[src/rtl/fpu_conv_arbiter.sv]
// fpu_conv_arbiter: round-robin arbiter that shares one int/float conversion
// unit among NREQ requesters. The winner's operand is latched and presented to
// the unit with the order/accepted/done handshake. The result is captured and
// returned to the winner with a one-cycle done pulse.
module fpu_conv_arbiter #(
    parameter int NREQ = 4,
    parameter int W    = 32
) (
    input  logic              clk,
    input  logic              rstn,
    input  logic [NREQ-1:0]   req_order,
    input  logic [NREQ*W-1:0] req_rs1,
    output logic [NREQ-1:0]   req_accepted,
    output logic [NREQ-1:0]   req_done,
    output logic [W-1:0]      req_rd,
    output logic              busy,
    output logic              unit_order,
    output logic [W-1:0]      unit_rs1,
    input  logic              unit_accepted,
    input  logic              unit_done,
    input  logic [W-1:0]      unit_rd
);

    localparam int PW = (NREQ > 1) ? $clog2(NREQ) : 1;

    typedef enum logic [1:0] {
        S_IDLE  = 2'd0,
        S_ISSUE = 2'd1,
        S_WAIT  = 2'd2,
        S_RESP  = 2'd3
    } state_t;

    state_t            r_state;
    state_t            w_state_n;
    logic [PW-1:0]     r_ptr;
    logic [PW-1:0]     r_gnt;
    logic [W-1:0]      r_op;
    logic [W-1:0]      r_rd;
    logic [NREQ-1:0]   r_done;

    logic [PW-1:0]     w_win;
    logic [PW-1:0]     w_idx;
    logic [PW:0]       w_sum;
    logic              w_any;
    logic              w_grant;
    logic              w_capture;

    // Round-robin scan starting at r_ptr. The loop runs from the farthest
    // offset back to the nearest so the last hit is the first in scan order.
    // NREQ need not be a power of two, so the wrap is an explicit compare.
    always_comb begin
        w_any = 1'b0;
        w_win = r_ptr;
        w_sum = '0;
        w_idx = '0;
        for (int k = NREQ - 1; k >= 0; k--) begin
            w_sum = {1'b0, r_ptr} + (PW + 1)'(k);
            if (w_sum >= (PW + 1)'(NREQ)) begin
                w_sum = w_sum - (PW + 1)'(NREQ);
            end
            w_idx = w_sum[PW-1:0];
            if (req_order[w_idx]) begin
                w_any = 1'b1;
                w_win = w_idx;
            end
        end
    end

    // Next-state logic and the outputs decoded directly from state.
    always_comb begin
        w_state_n    = r_state;
        w_grant      = 1'b0;
        w_capture    = 1'b0;
        req_accepted = '0;
        unit_order   = 1'b0;
        unit_rs1     = '0;
        busy         = (r_state != S_IDLE);
        case (r_state)
            S_IDLE: begin
                if (w_any) begin
                    w_grant      = 1'b1;
                    req_accepted = NREQ'(1) << w_win;
                    w_state_n    = S_ISSUE;
                end
            end
            S_ISSUE: begin
                unit_order = 1'b1;
                unit_rs1   = r_op;
                if (unit_accepted && unit_done) begin
                    w_capture = 1'b1;
                    w_state_n = S_RESP;
                end else if (unit_accepted) begin
                    w_state_n = S_WAIT;
                end
            end
            S_WAIT: begin
                if (unit_done) begin
                    w_capture = 1'b1;
                    w_state_n = S_RESP;
                end
            end
            S_RESP: begin
                w_state_n = S_IDLE;
            end
            default: w_state_n = S_IDLE;
        endcase
    end

    // State register.
    always_ff @(posedge clk or negedge rstn) begin
        if (!rstn) begin
            r_state <= S_IDLE;
        end else begin
            r_state <= w_state_n;
        end
    end

    // Grant/operand latch, result capture, done pulse and pointer advance.
    // Everything is cleared on reset so an abandoned transaction leaves no trace.
    always_ff @(posedge clk or negedge rstn) begin
        if (!rstn) begin
            r_ptr  <= '0;
            r_gnt  <= '0;
            r_op   <= '0;
            r_rd   <= '0;
            r_done <= '0;
        end else begin
            if (w_grant) begin
                r_gnt <= w_win;
                r_op  <= req_rs1[w_win*W +: W];
            end
            if (w_capture) begin
                r_rd <= unit_rd;
            end
            r_done <= w_capture ? (NREQ'(1) << r_gnt) : '0;
            if (r_state == S_RESP) begin
                r_ptr <= (r_gnt == PW'(NREQ - 1)) ? '0 : r_gnt + PW'(1);
            end
        end
    end

    assign req_done = r_done;
    assign req_rd   = r_rd;

endmodule
[config.mk]
export PLATFORM = sky130hd
export DESIGN_NAME = fpu_conv_arbiter
export DESIGN_NICKNAME = d
export VERILOG_FILES = /design/src/rtl/fpu_conv_arbiter.sv
export SDC_FILE = /design/constraint.sdc
export NUM_CORES = 1
export LEC_CHECK = 0
export BUFFER_PORTS_ARGS = -buffer_cell sky130_fd_sc_hd__buf_2
export CORE_ASPECT_RATIO = 1.75
export CORE_MARGIN = 2
export CORE_UTILIZATION = 42
export CTS_BUF_LIST = sky130_fd_sc_hd__clkbuf_4 sky130_fd_sc_hd__clkbuf_8
export CTS_CLUSTER_SIZE = 20
export DETAILED_ROUTE_END_ITERATION = 8
export PLACE_DENSITY = 0.84
export REMOVE_ABC_BUFFERS = 1
export SETUP_SLACK_MARGIN = 0.3
export SLEW_MARGIN = 40
export SYNTH_ARGS = -nofsm -noshare
export SYNTH_HDL_FRONTEND = slang
export SYNTH_SLANG_ARGS = --single-unit
[constraint.sdc]
create_clock -name clk -period 1.9 [get_ports clk]
set_clock_uncertainty 0.1 [all_clocks]
set_input_delay 0.095 -clock clk [delete_from_list [all_inputs] [get_ports clk]]
set_output_delay 0.095 -clock clk [all_outputs]
set_load 0.005 [all_outputs]
======== Word level (Yosys, flattened, before mapping) ========
Cells that the tools add are included.
word-level totals
  bits in registers ....................... 74
  bits of input ports ..................... 168
  output and inout bits ................... 74
  word-level logic and storage cells ...... 72
cells by class
  add/sub/neg operators ................... 8
  order comparisons ....................... 8
  equal/unequal tests ..................... 7
  shift-type cells ........................ 3
  mux-type cells .......................... 36
  reduce and logical (&&, ||, !) cells .... 4
operator list
  cell                 number
  $shiftx 128x8->32    1
  $mux 32              1
  $mux 2               13
  $mux 1               13
  $lt 2x3->1 const B   4
  $mux 4               3
  $ge 3x3->1 const B   3
  $bmux 1 s2           4
  $pmux 2 s4           1
  $shl 1x2->4 const A  2
  $sub 2x1->2 const B  4
  $add 2x2->3 const B  2
  $eq 2x2->1 const B   3
  $ne 2x2->1 const B   2
  $add 2x1->3 const B  1
  $ge 2x3->1 const B   1
  $ne 3x3->1 const B   1
  $reduce_and 3->1     1
  $add 2x1->2 const B  1
  $eq 2x1->1 const B   1
  $logic_not 2->1      1
  $pmux 1 s2           1
  $reduce_bool 2->1    1
  $logic_and 1x1->1    1

======== Logic depth before layout (Yosys ltp) ========
Gate-level depths: netlist of the first run.
  word-level depth ........................ 12
  gate-level depth with buffers ........... 8
  gate-level depth less buffers ........... 7

======== Worst setup path after synthesis of the first run ========
OpenSTA, ideal clock, no wires.
  path type ............................... register to register
  from .................................... reg r_state[1]
  to ...................................... reg r_rd[0] (netlist: req_rd[0])
  setup time .............................. 125 ps
  arrival time ............................ 1,832 ps
  data required time ...................... 1,675 ps
  path slack .............................. -157 ps
  stages on the path, launching flop included .. 7
  path buffers ............................ 1
  period minus slack after synthesis ...... 2,057 ps
  cells stage by stage .................... dfrtp_1 inv_1 ha_1 a21oi_1 nor2_1 buf_2 mux2_2
on the way
  word-level cells in the longest chain between the ends .. 2
  elaborated cells between the ends (all ways) .. 3
  classes of those cells .................. eq/ne (2); mux (1)
ends and longest elaborated chain
  element                                   line  text
  start, declared                           33    state_t r_state;
  start signal, assigned                    114   r_state <= w_state_n;
  $eq 2x2->1 or $eq 2x1->1 (tied branches)  78    case (r_state)
  $pmux 1 s2 *                              78
  end signal, assigned                      133   r_rd <= unit_rd;
  end, declared                             38    logic [W-1:0] r_rd;
Every way passes the cells marked *; elsewhere a longest branch is shown, timed or not.
A chain may end at the register's enable or synchronous reset.

======== Worst setup path after layout of the first run ========
  from .................................... reg r_ptr[1]
  to ...................................... out req_accepted[3]
on the way
  word-level cells in the longest chain between the ends .. 12
  elaborated cells between the ends (all ways) .. 34
  classes of those cells .................. add/sub (7); order compare (4); shift (1); mux (22)
ends and longest elaborated chain
  element                                    line    text
  start, declared                            35      logic [PW-1:0] r_ptr;
  start signal, assigned                     137     r_ptr <= (r_gnt == PW'(NREQ - 1)) ? '0 : r_gnt + PW'(1);
  $add 2x2->3                                57      w_sum = {1'b0, r_ptr} + (PW + 1)'(k);
  $ge 3x3->1 or $sub 2x1->2 (tied branches)  58, 59
  $mux 2                                     58      if (w_sum >= (PW + 1)'(NREQ)) begin
  $bmux 1 s2                                 62      if (req_order[w_idx]) begin
  $mux 1 (implied by the code)               62
  $mux 2 (4 in series)                       62
  $shl 1x2->4                                82      req_accepted = NREQ'(1) << w_win;
  $mux 4 *                                   80      if (w_any) begin
  $mux 4 *                                   78
  end, declared                              13      output logic [NREQ-1:0] req_accepted,
Every way passes the cells marked *; elsewhere a longest branch is shown, timed or not. The select of a mux whose other input is x is not followed.

==> results of run 1 <==
registers in the layout, indices dropped and copies added, names as in the netlist:
register	count
r_state	2
req_done	4
req_rd	32
r_gnt	2
r_ptr	2
r_op	32
path summary, 6_finish.rpt:
kind | start | end
max in group asynchronous | rstn | req_rd[22]
hold reg to reg | req_rd[4] | req_rd[4]
setup reg to reg | r_state[0] | req_rd[6]
min in group asynchronous | rstn | req_rd[5]
setup / recovery | r_ptr[1] | req_accepted[3]
hold / removal | req_rs1[96] | r_op[0]
synthesized netlist by cell type, types with 2 or more instances:
| cell type | n | area [um^2] |
|---|---|---|
| buf_6 | 2 | 22.5 |
| dfrtp_1 | 74 | 1850 |
| a211oi_1 | 14 | 105 |
| and2_1 | 36 | 225 |
| clkbuf_1 | 11 | 41.3 |
| a211oi_2 | 50 | 626 |
| ha_1 | 8 | 100 |
| nor3_1 | 2 | 10.0 |
| o31a_1 | 32 | 280 |
| nand2b_1 | 3 | 18.8 |
| inv_1 | 9 | 33.8 |
| buf_4 | 7 | 52.6 |
| o21ai_0 | 5 | 25.0 |
| buf_2 | 11 | 55.1 |
| nor2_1 | 37 | 139 |
| mux2i_1 | 32 | 320 |
| nand2_1 | 4 | 15.0 |
| or2_2 | 2 | 12.5 |
| mux2_2 | 33 | 372 |
cell usage in the layout, fill, tap and decap left out, types with 18 or more instances in the layout:
cell	netlist	layout
and2_4	0	36
a211oi_2	50	54
buf_2	11	207
buf_4	7	23
o31a_1	32	32
dfrtp_1	74	74
buf_6	2	47
dlygate4sd3_1	0	61
buf_12	0	21
nor2_1	37	33
mux2_2	33	18
power breakdown:
| part | leakage (nW) | internal (W) | total (W) | switching [W] |
|---|---|---|---|---|
| combinational | 2.85 | 0.00528 | 0.00925 | 0.00397 |
| clock | 0.110 | 0.000760 | 0.00142 | 0.000656 |
| sequential | 0.862 | 0.00236 | 0.00287 | 0.000512 |
stage by stage:
step | util, % | setup WS [ns] | cells | setup TNS, ns | hold WS (ns)
5_1_grt | 81.7 | -0.192 | 881 | -10.20 | 0.0106
4_1_cts | 78.9 | -0.0885 | 875 | -2.07 | 0.000286
2_1_floorplan | - | -1.73 | 358 | -110.75 | -0.301
3_5_place_dp | 58.6 | -0.0870 | 757 | -0.918 | -0.0148
3_3_place_gp | 58.6 | 0.0118 | 757 | 0 | -0.0206
6_report | 81.7 | -0.117 | 881 | -6.74 | 0.0123
cell families after synthesis:
kind of cell,Yosys count,synth area share [%]
flip-flops,74,41.5
adder cells (fa/ha/maj),8,2.24
AND/OR/NAND/NOR,90,10.6
buffers and inverters,40,4.59
multiplexers,65,15.5
AO/OA/AOI/OAI,112,25.6
metal layers:
metal / part of all wire [%] / wire, um / up-vias
met3: 6.7 / 1380 / 110
met1: 32 / 6620 / 2481
met5: 0 / 0 / -
met4: 6.1 / 1270 / 0
li1: - / - / 2164
met2: 55 / 11500 / 339
worst max-delay path: stages (launching register included):
cell       delay, ns
dfrtp_1         0.44
and3b_1         0.24
a2111oi_4       0.28
or2_4           0.24
and3_1          0.17
buf_2           0.11
timing repair:
action,CTS,global route
buffers inserted,29,2
setup endpoints to repair,105,109
pin swaps,21,17
gates cloned,12,3
resized for setup,165,41
endpoints found under the hold margin,118,0
hold buffers,61,0
cell type report:
type | instances | area (um^2) | share of cell area (%)
antenna | 1 | 2.50 | 0.0297
clock buffer | 10 | 131 | 1.56
clock inverter | 6 | 90.1 | 1.07
inverter | 9 | 33.8 | 0.401
multi-input combinational | 275 | 2900 | 34.5
sequential | 74 | 1850 | 22.0
tap | 127 | 159 | 1.89
timing repair buffer | 379 | 3250 | 38.6
==> results.toml, run 1 <==
[clock_network]
cts_tree = "built"
cts_root_buf = "clkbuf_8"
clk-insertion-delay-late_ns = 0.35
htree_levels = 3
clock-sinks = 74
cts_made_buffers = 9
clk_pin_slew_ns = 0.08
clockBufferDepth = 2

[worst_setup_path]
rrSetupSlack_ns = -0.11
crit_arrival_ns = 1.82
critPathLaunchType = "register"
cp-end-kind = "output pin"
crit_path_max_fanout = 4
cp.required_ns = 1.70
r2r_cells = 9
path_class = "register to output pin"

[global_routing]
grt.met2_usage_pct = 61.0
overflow = 0
grt_max_degree = 42
antenna_found_initial = 1
use_met3_pct = 8.25
track_usage_pct = 34.2
grt_pass1_wl_mm = 29.5
gr-usage-met1_pct = 33.4
grt_pass1_vias = 5661
busiest_layer = "met2"

[drt]
drc = 0
wirelength_mm = 20.7
num_vias = 5094
postRouteAntennaNets = 0
dr.pass1.iters = 5
vias_per_cell = 5.78
wl_per_cell_um = 23.5
drt_iter0_drc = 209

[timing]
fmax_mhz = 496
slew_headroom_pct = 63.7
min_period_ns = 2.02
fin_ws_ns = -0.117
finalSetupViolCount = 102
fin_crit_sh_pct = 106
hold_violations = 0
worstMarginPinSlew_ns = 0.544
rsz0062_at_grt = "true"
drv_slew = 0

[power_and_ir_drop]
p_leak_nw = 3.82
cellPowerDensity_nw_per_um2 = 1610
design_power_total_w = 0.0135
vdd_drop_max_v = 0.000896

[status]
violations = "setup timing"
outcome = "finished with violations"

[cells_and_area]
fillers = 517
areaGrowthSynthToFinish_pct = 88.5
final_layout_size_suffix_gt1_share_pct = 67.2
nNetsFinal = 924
final_area_um2 = 8420

[floorplanning]
fp-row-count = 49
die_area_um2 = 11500
die_h_um = 140
num_io_pins = 242
dieWidth_um = 82.0
initial_core_util_pct = 43.4
core_area_um2 = 10300

[synthesis]
async_flop_share_pct = 100
synth_area_um2 = 4470
synth_edf_count = 0
ys_ff_latch = 74
ys_warn_count = 0
synth_seq_area_share_pct = 41.5
yosys_most_used_dff = "dfrtp_1"
synth_cells = 389
avgSynthCellArea_um2 = 11.5
yosysUniqueCellTypes = 36

[hold_path]
hp-class = "input port to register"
whs_path_depth = 3

[place]
dp_hpwl_mm = 10.3
placed_area_um2 = 6030
place.gp.congestion = 0.827
portBuffers = 241

[flow_run]
maxCapViolations = 0
Note: power is estimated with default switching activity, not from simulation.
==> inputs of run 2 (changes only) <==
==> constraint.sdc (replaced) <==
create_clock -name clk -period 1.9 [get_ports clk]
set_clock_uncertainty 0.1 [all_clocks]
set_input_delay 0.285 -clock clk [delete_from_list [all_inputs] [get_ports clk]]
set_output_delay 0.285 -clock clk [all_outputs]
set_load 0.005 [all_outputs]
==> run 2 against run 1 <==
The flow still finishes with violations (setup timing). Sequential power about the same. Combinational power down 0.8%. Utilization down 4.3 points. Count of clock-buffer cells in the layout unchanged. Hold slack better by 0.046 ns. Fmax down 7.6%. Global-route usage down 5.0 points. Design area down 5.3%.
==> results.toml, run 2 (same netlist as run 1, synthesis figures left out) <==
[global_routing]
busiest_layer = "met2"
use_met3_pct = 5.67
grt.met2_usage_pct = 52.5
overflow = 0
grt_pass1_vias = 4997
antenna_found_initial = 0
grt_max_degree = 40
gr-usage-met1_pct = 29.1
track_usage_pct = 29.2
grt_pass1_wl_mm = 25.3

[hold_path]
hp-class = "input port to register"
holdCritStartpoint = "unit_rd[7]"

[place]
placed_area_um2 = 6060
place.gp.congestion = 0.795
portBuffers = 241
dp_hpwl_mm = 10.4

[drt]
drc = 0
wirelength_mm = 18.7
num_vias = 4722
wl_per_cell_um = 22.7
vias_per_cell = 5.72
drt_iter0_drc = 201
dr.pass1.iters = 4
postRouteAntennaNets = 0

[timing]
hold_violations = 0
finalSetupViolCount = 98
min_period_ns = 2.18
fmax_mhz = 458
fin_ws_ns = -0.282
fin_crit_sh_pct = 115
worstMarginPinSlew_ns = 0.534
slew_headroom_pct = 64.4
drv_slew = 0
rsz0062_at_grt = "true"

[power_and_ir_drop]
power_frac_comb_pct = 68.4
switching_share_pct = 37.5
power.clock.fraction_pct = 10.5
seq_power_share_pct = 21.1
p_leak_nw = 3.60
cellPowerDensity_nw_per_um2 = 1680
p_int_w = 0.00839
switching_power_w = 0.00504
vdd_drop_max_v = 0.00113

[worst_setup_path]
worstSetupEndpoint = "req_accepted[3]"
crit_start = "r_ptr[0]"
cp-end-kind = "output pin"
crit_arrival_ns = 1.80
crit_chain = "nand2b_4, a21boi_0, or2_4, and3_1, buf_2"
r2r_cells = 10
cp.required_ns = 1.51
reg2reg_to = "r_op[21]"
rrSetupSlack_ns = -0.21
path_class = "register to output pin"
crit_slowest_cell = "dfrtp_1"
r2r-start = "r_ptr[1]"
max_stage_delay_ns = 0.42
critPathLaunchType = "register"
crit_path_max_fanout = 4

[status]
violations = "setup timing"
outcome = "finished with violations"

[cells_and_area]
final_layout_size_suffix_gt1_share_pct = 75.5
seq_area_um2 = 1850
layout_commonest_cell = "buf_2"
final_area_um2 = 7970
layout_common_cells = "206 x buf_2, 74 x dfrtp_1, 53 x a211oi_2, 47 x buf_6, 36 x and2_4"
utilization_pct = 77.4
antenna_cells = 0
areaGrowthSynthToFinish_pct = 78.4
multi_input_area_um2 = 3040
fillers = 590
nNetsFinal = 869

[clock_network]
cts_tree = "built"
clockBufferDepth = 2
htree_levels = 3
clk-insertion-delay-late_ns = 0.36
cts_root_buf = "clkbuf_8"
clk_pin_slew_ns = 0.09
clock-sinks = 74
cts_made_buffers = 9

[floorplanning]
core_area_um2 = 10300
die_area_um2 = 11500
die_h_um = 140
initial_core_util_pct = 43.4
dieWidth_um = 82.0
num_io_pins = 242
fp-row-count = 49

[flow_run]
maxCapViolations = 0
-- run 2: cell count changes in the layout (fill, tap and decap cells not counted), moves of 3 or more --
cell	delta
dlygate4sd3_1	-60
buf_8	+9
a211oi_4	+8
mux2i_1	-8
a211oi_1	-7
buf_12	-7
mux2i_4	+5
buf_4	+4
mux2i_2	+3
-- run 2: cell type report --
class | count | share of cell area, %
tap | 127 | 1.99
sequential | 74 | 23.2
clock buffer | 10 | 1.65
inverter | 9 | 0.455
timing repair buffer | 324 | 33.4
multi-input combinational | 275 | 38.1
clock inverter | 6 | 1.13
-- run 2: per-stage QoR --
step                cells  TNS [ns]  hold WS, ns  power [W]  setup slack, ns
floorplan             358   -111.51       -0.111    0.00576            -1.79
global placement      762    -0.753        0.193    0.00786          -0.0743
detailed placement    762     -1.86        0.201    0.00811           -0.117
CTS                   808     -9.12       0.0423     0.0121           -0.265
global route          825    -18.60       0.0366     0.0141           -0.387
finish                825    -13.44       0.0588     0.0134           -0.282
-- run 2: power groups by stage --
stage               clock (W)  combinational (W)  sequential (W)
detailed placement          0            0.00533         0.00278
CTS                   0.00142            0.00793         0.00278
global placement            0            0.00514         0.00271
global route          0.00150            0.00964         0.00292
finish                0.00140            0.00918         0.00284
floorplan                   0            0.00302         0.00274
-- run 2: how the worst min path moves through the flow --
| stage | end | slack, ns | cells after the start |
|---|---|---|---|
| CTS | req_rd[14] | 0.04 | 2 |
| global route | req_rd[7] | 0.04 | 2 |
| floorplan | r_gnt[0] | -0.11 | 0 |
| global placement | req_rd[5] | 0.19 | 1 |
| detailed placement | req_rd[30] | 0.20 | 1 |
| finish | req_rd[7] | 0.06 | 2 |
-- run 2: metal layers --
layer,vias up,part of all wire (%)
met5,-,0
met4,0,6.3
met3,95,5.7
met2,290,55
met1,2288,33
li1,2049,-
-- run 2: critical path, delay by kind of cell, from the launching register on --
kind                   cells  cell delay (ns)
AO/OA/AOI/OAI              1             0.31
flip-flops                 1             0.42
AND/OR/NAND/NOR            3             0.57
buffers and inverters      1             0.13
-- run 2: timing repair --
item | 4_1_cts | 5_1_grt
hold endpoints to repair | 38 | 0
setup buffers | 19 | 10
endpoints found under the setup margin | 107 | 110
gates cloned | 10 | 7
pin swaps | 49 | 21
hold buffers | 1 | 0
resized for setup | 160 | 72
==> inputs of run 3 (changes only) <==
Settings changed: CORE_MARGIN 2 to not set.
==> run 3 against run 2 <==
The flow still finishes with violations (setup timing). Utilization increased by 0.51 points. Critical path depth increased by 2. Combinational power increased by 0.4%. Wire length increased by 0.42%. Highest routed layer unchanged.
==> results.toml, run 3 (same netlist as run 1, synthesis figures left out) <==
[timing]
hold_violations = 0
finalSetupViolCount = 106
fmax_mhz = 447
min_period_ns = 2.24
fin_ws_ns = -0.336
fin_crit_sh_pct = 118
slew_headroom_pct = 73.7
setup_tns_ns = -22.19
rsz0062_at_grt = "true"
drv_slew = 0
worstMarginPinSlew_ns = 0.394

[floorplanning]
dieWidth_um = 80.0
die_h_um = 138
num_io_pins = 242
fp-row-count = 49
die_area_um2 = 11100
core_area_um2 = 10300
initial_core_util_pct = 43.4

[status]
outcome = "finished with violations"
violations = "setup timing"

[clock_network]
clockBufferDepth = 2
cts_tree = "built"
cts_root_buf = "clkbuf_8"
clock-sinks = 74
clk_pin_slew_ns = 0.09
clk-insertion-delay-late_ns = 0.35
cts_made_buffers = 9
htree_levels = 3

[flow_run]
maxCapViolations = 0

[worst_setup_path]
cp.required_ns = 1.51
r2r-start = "r_ptr[0]"
crit_arrival_ns = 1.85
path_class = "register to output pin"
cp-end-kind = "output pin"
critPathLaunchType = "register"
crit_start = "r_ptr[1]"
crit_path_max_fanout = 4

[drt]
wirelength_mm = 18.8
num_vias = 4750
dr.pass1.iters = 4
postRouteAntennaNets = 0
wl_per_cell_um = 22.5
vias_per_cell = 5.70
drc = 0
drt_iter0_drc = 173

[hold_path]
holdCritStartpoint = "unit_rd[9]"
hp-class = "input port to register"

[global_routing]
overflow = 0
grt_max_degree = 51
grt_pass1_wl_mm = 25.7
grt_pass1_vias = 4948
track_usage_pct = 31.0
antenna_found_initial = 0

[place]
portBuffers = 241
dp_hpwl_mm = 10.0
post-place-ws_ns = -0.0991
place.gp.congestion = 0.844

[power_and_ir_drop]
p_leak_nw = 3.68
cellPowerDensity_nw_per_um2 = 1700
vdd_drop_max_v = 0.00112

[cells_and_area]
areaGrowthSynthToFinish_pct = 79.6
layout_common_cells = "207 x buf_2, 73 x dfrtp_1, 57 x buf_6, 53 x a211oi_2, 36 x and2_4"
antenna_cells = 0
final_layout_size_suffix_gt1_share_pct = 75.8
utilization_pct = 77.9
fillers = 560
multi_input_area_um2 = 3040
seq_area_um2 = 1850
nNetsFinal = 878
layout_commonest_cell = "buf_2"
## run 3: cell types whose count changed in the layout (fill, tap and decap cells not counted), sizes merged
cell / before / now
clkinv: 2 / 1
clkbuf: 15 / 12
bufinv: 2 / 3
buf: 318 / 329
## run 3: worst max-delay path, cell delays in order, from the launching register on
cell and delay (ns):
dfrtp_2 0.46, and3b_2 0.24, a2111oi_4 0.25, buf_4 0.18, o21ai_4 0.06, buf_12 0.14, nor2_4 0.06, buf_2 0.11
## run 3: metal layers
metal	routed length (um)	part of all wire [%]	GRT usage, %	vias up
met5	0	0	0	-
met4	1040	5.5	18.3	0
met1	6190	33	30.6	2336
li1	-	-	-	2067
met2	10300	55	57.5	268
met3	1240	6.6	6.07	79
## run 3: path summary, 6_finish.rpt
kind | end | slack [ns] | depth (start not counted)
worst max-delay path | req_accepted[2] | -0.34 | 7
worst min-delay path | req_rd[9] | 0.06 | 2
worst max register to register | r_op[1] | -0.32 | 10
worst min register to register | req_rd[25] | 0.41 | 1
max in group asynchronous | r_op[15] | 0.82 | 3
min in group asynchronous | req_rd[26] | 0.29 | 2
## run 3: area by class of cell
cell class,count,share of cell area (%)
flip-flops and latches,74,23.1
clock inverters,6,1.43
clock buffers,9,1.54
well taps,127,1.98
repair buffers,333,33.6
multi-input cells,275,37.9
inverters,9,0.421
## run 3: what timing repair did
| action | CTS | global route |
|---|---|---|
| gates cloned | 10 | 3 |
| hold buffers | 1 | 0 |
| buffers inserted | 30 | 11 |
| endpoints found under the setup margin | 108 | 110 |
| endpoints found under the hold margin | 24 | 0 |
| pin swaps | 40 | 27 |
| resized for setup | 138 | 99 |
## run 3: power by group
group	internal, W	total, W	switching, W
sequential	0.00236	0.00288	0.000514
combinational	0.00531	0.00922	0.00391
clock	0.000872	0.00150	0.000629
## run 3: stage by stage
step / cell area (um^2) / hold WS (ns) / instances / power, W
floorplan: 4300 / -0.111 / 358 / 0.00576
global placement: 6090 / 0.109 / 763 / 0.00787
detailed placement: 6090 / 0.119 / 763 / 0.00813
CTS: 7420 / 0.0372 / 819 / 0.0120
global route: 8020 / 0.0399 / 833 / 0.0142
finish: 8020 / 0.0631 / 833 / 0.0136
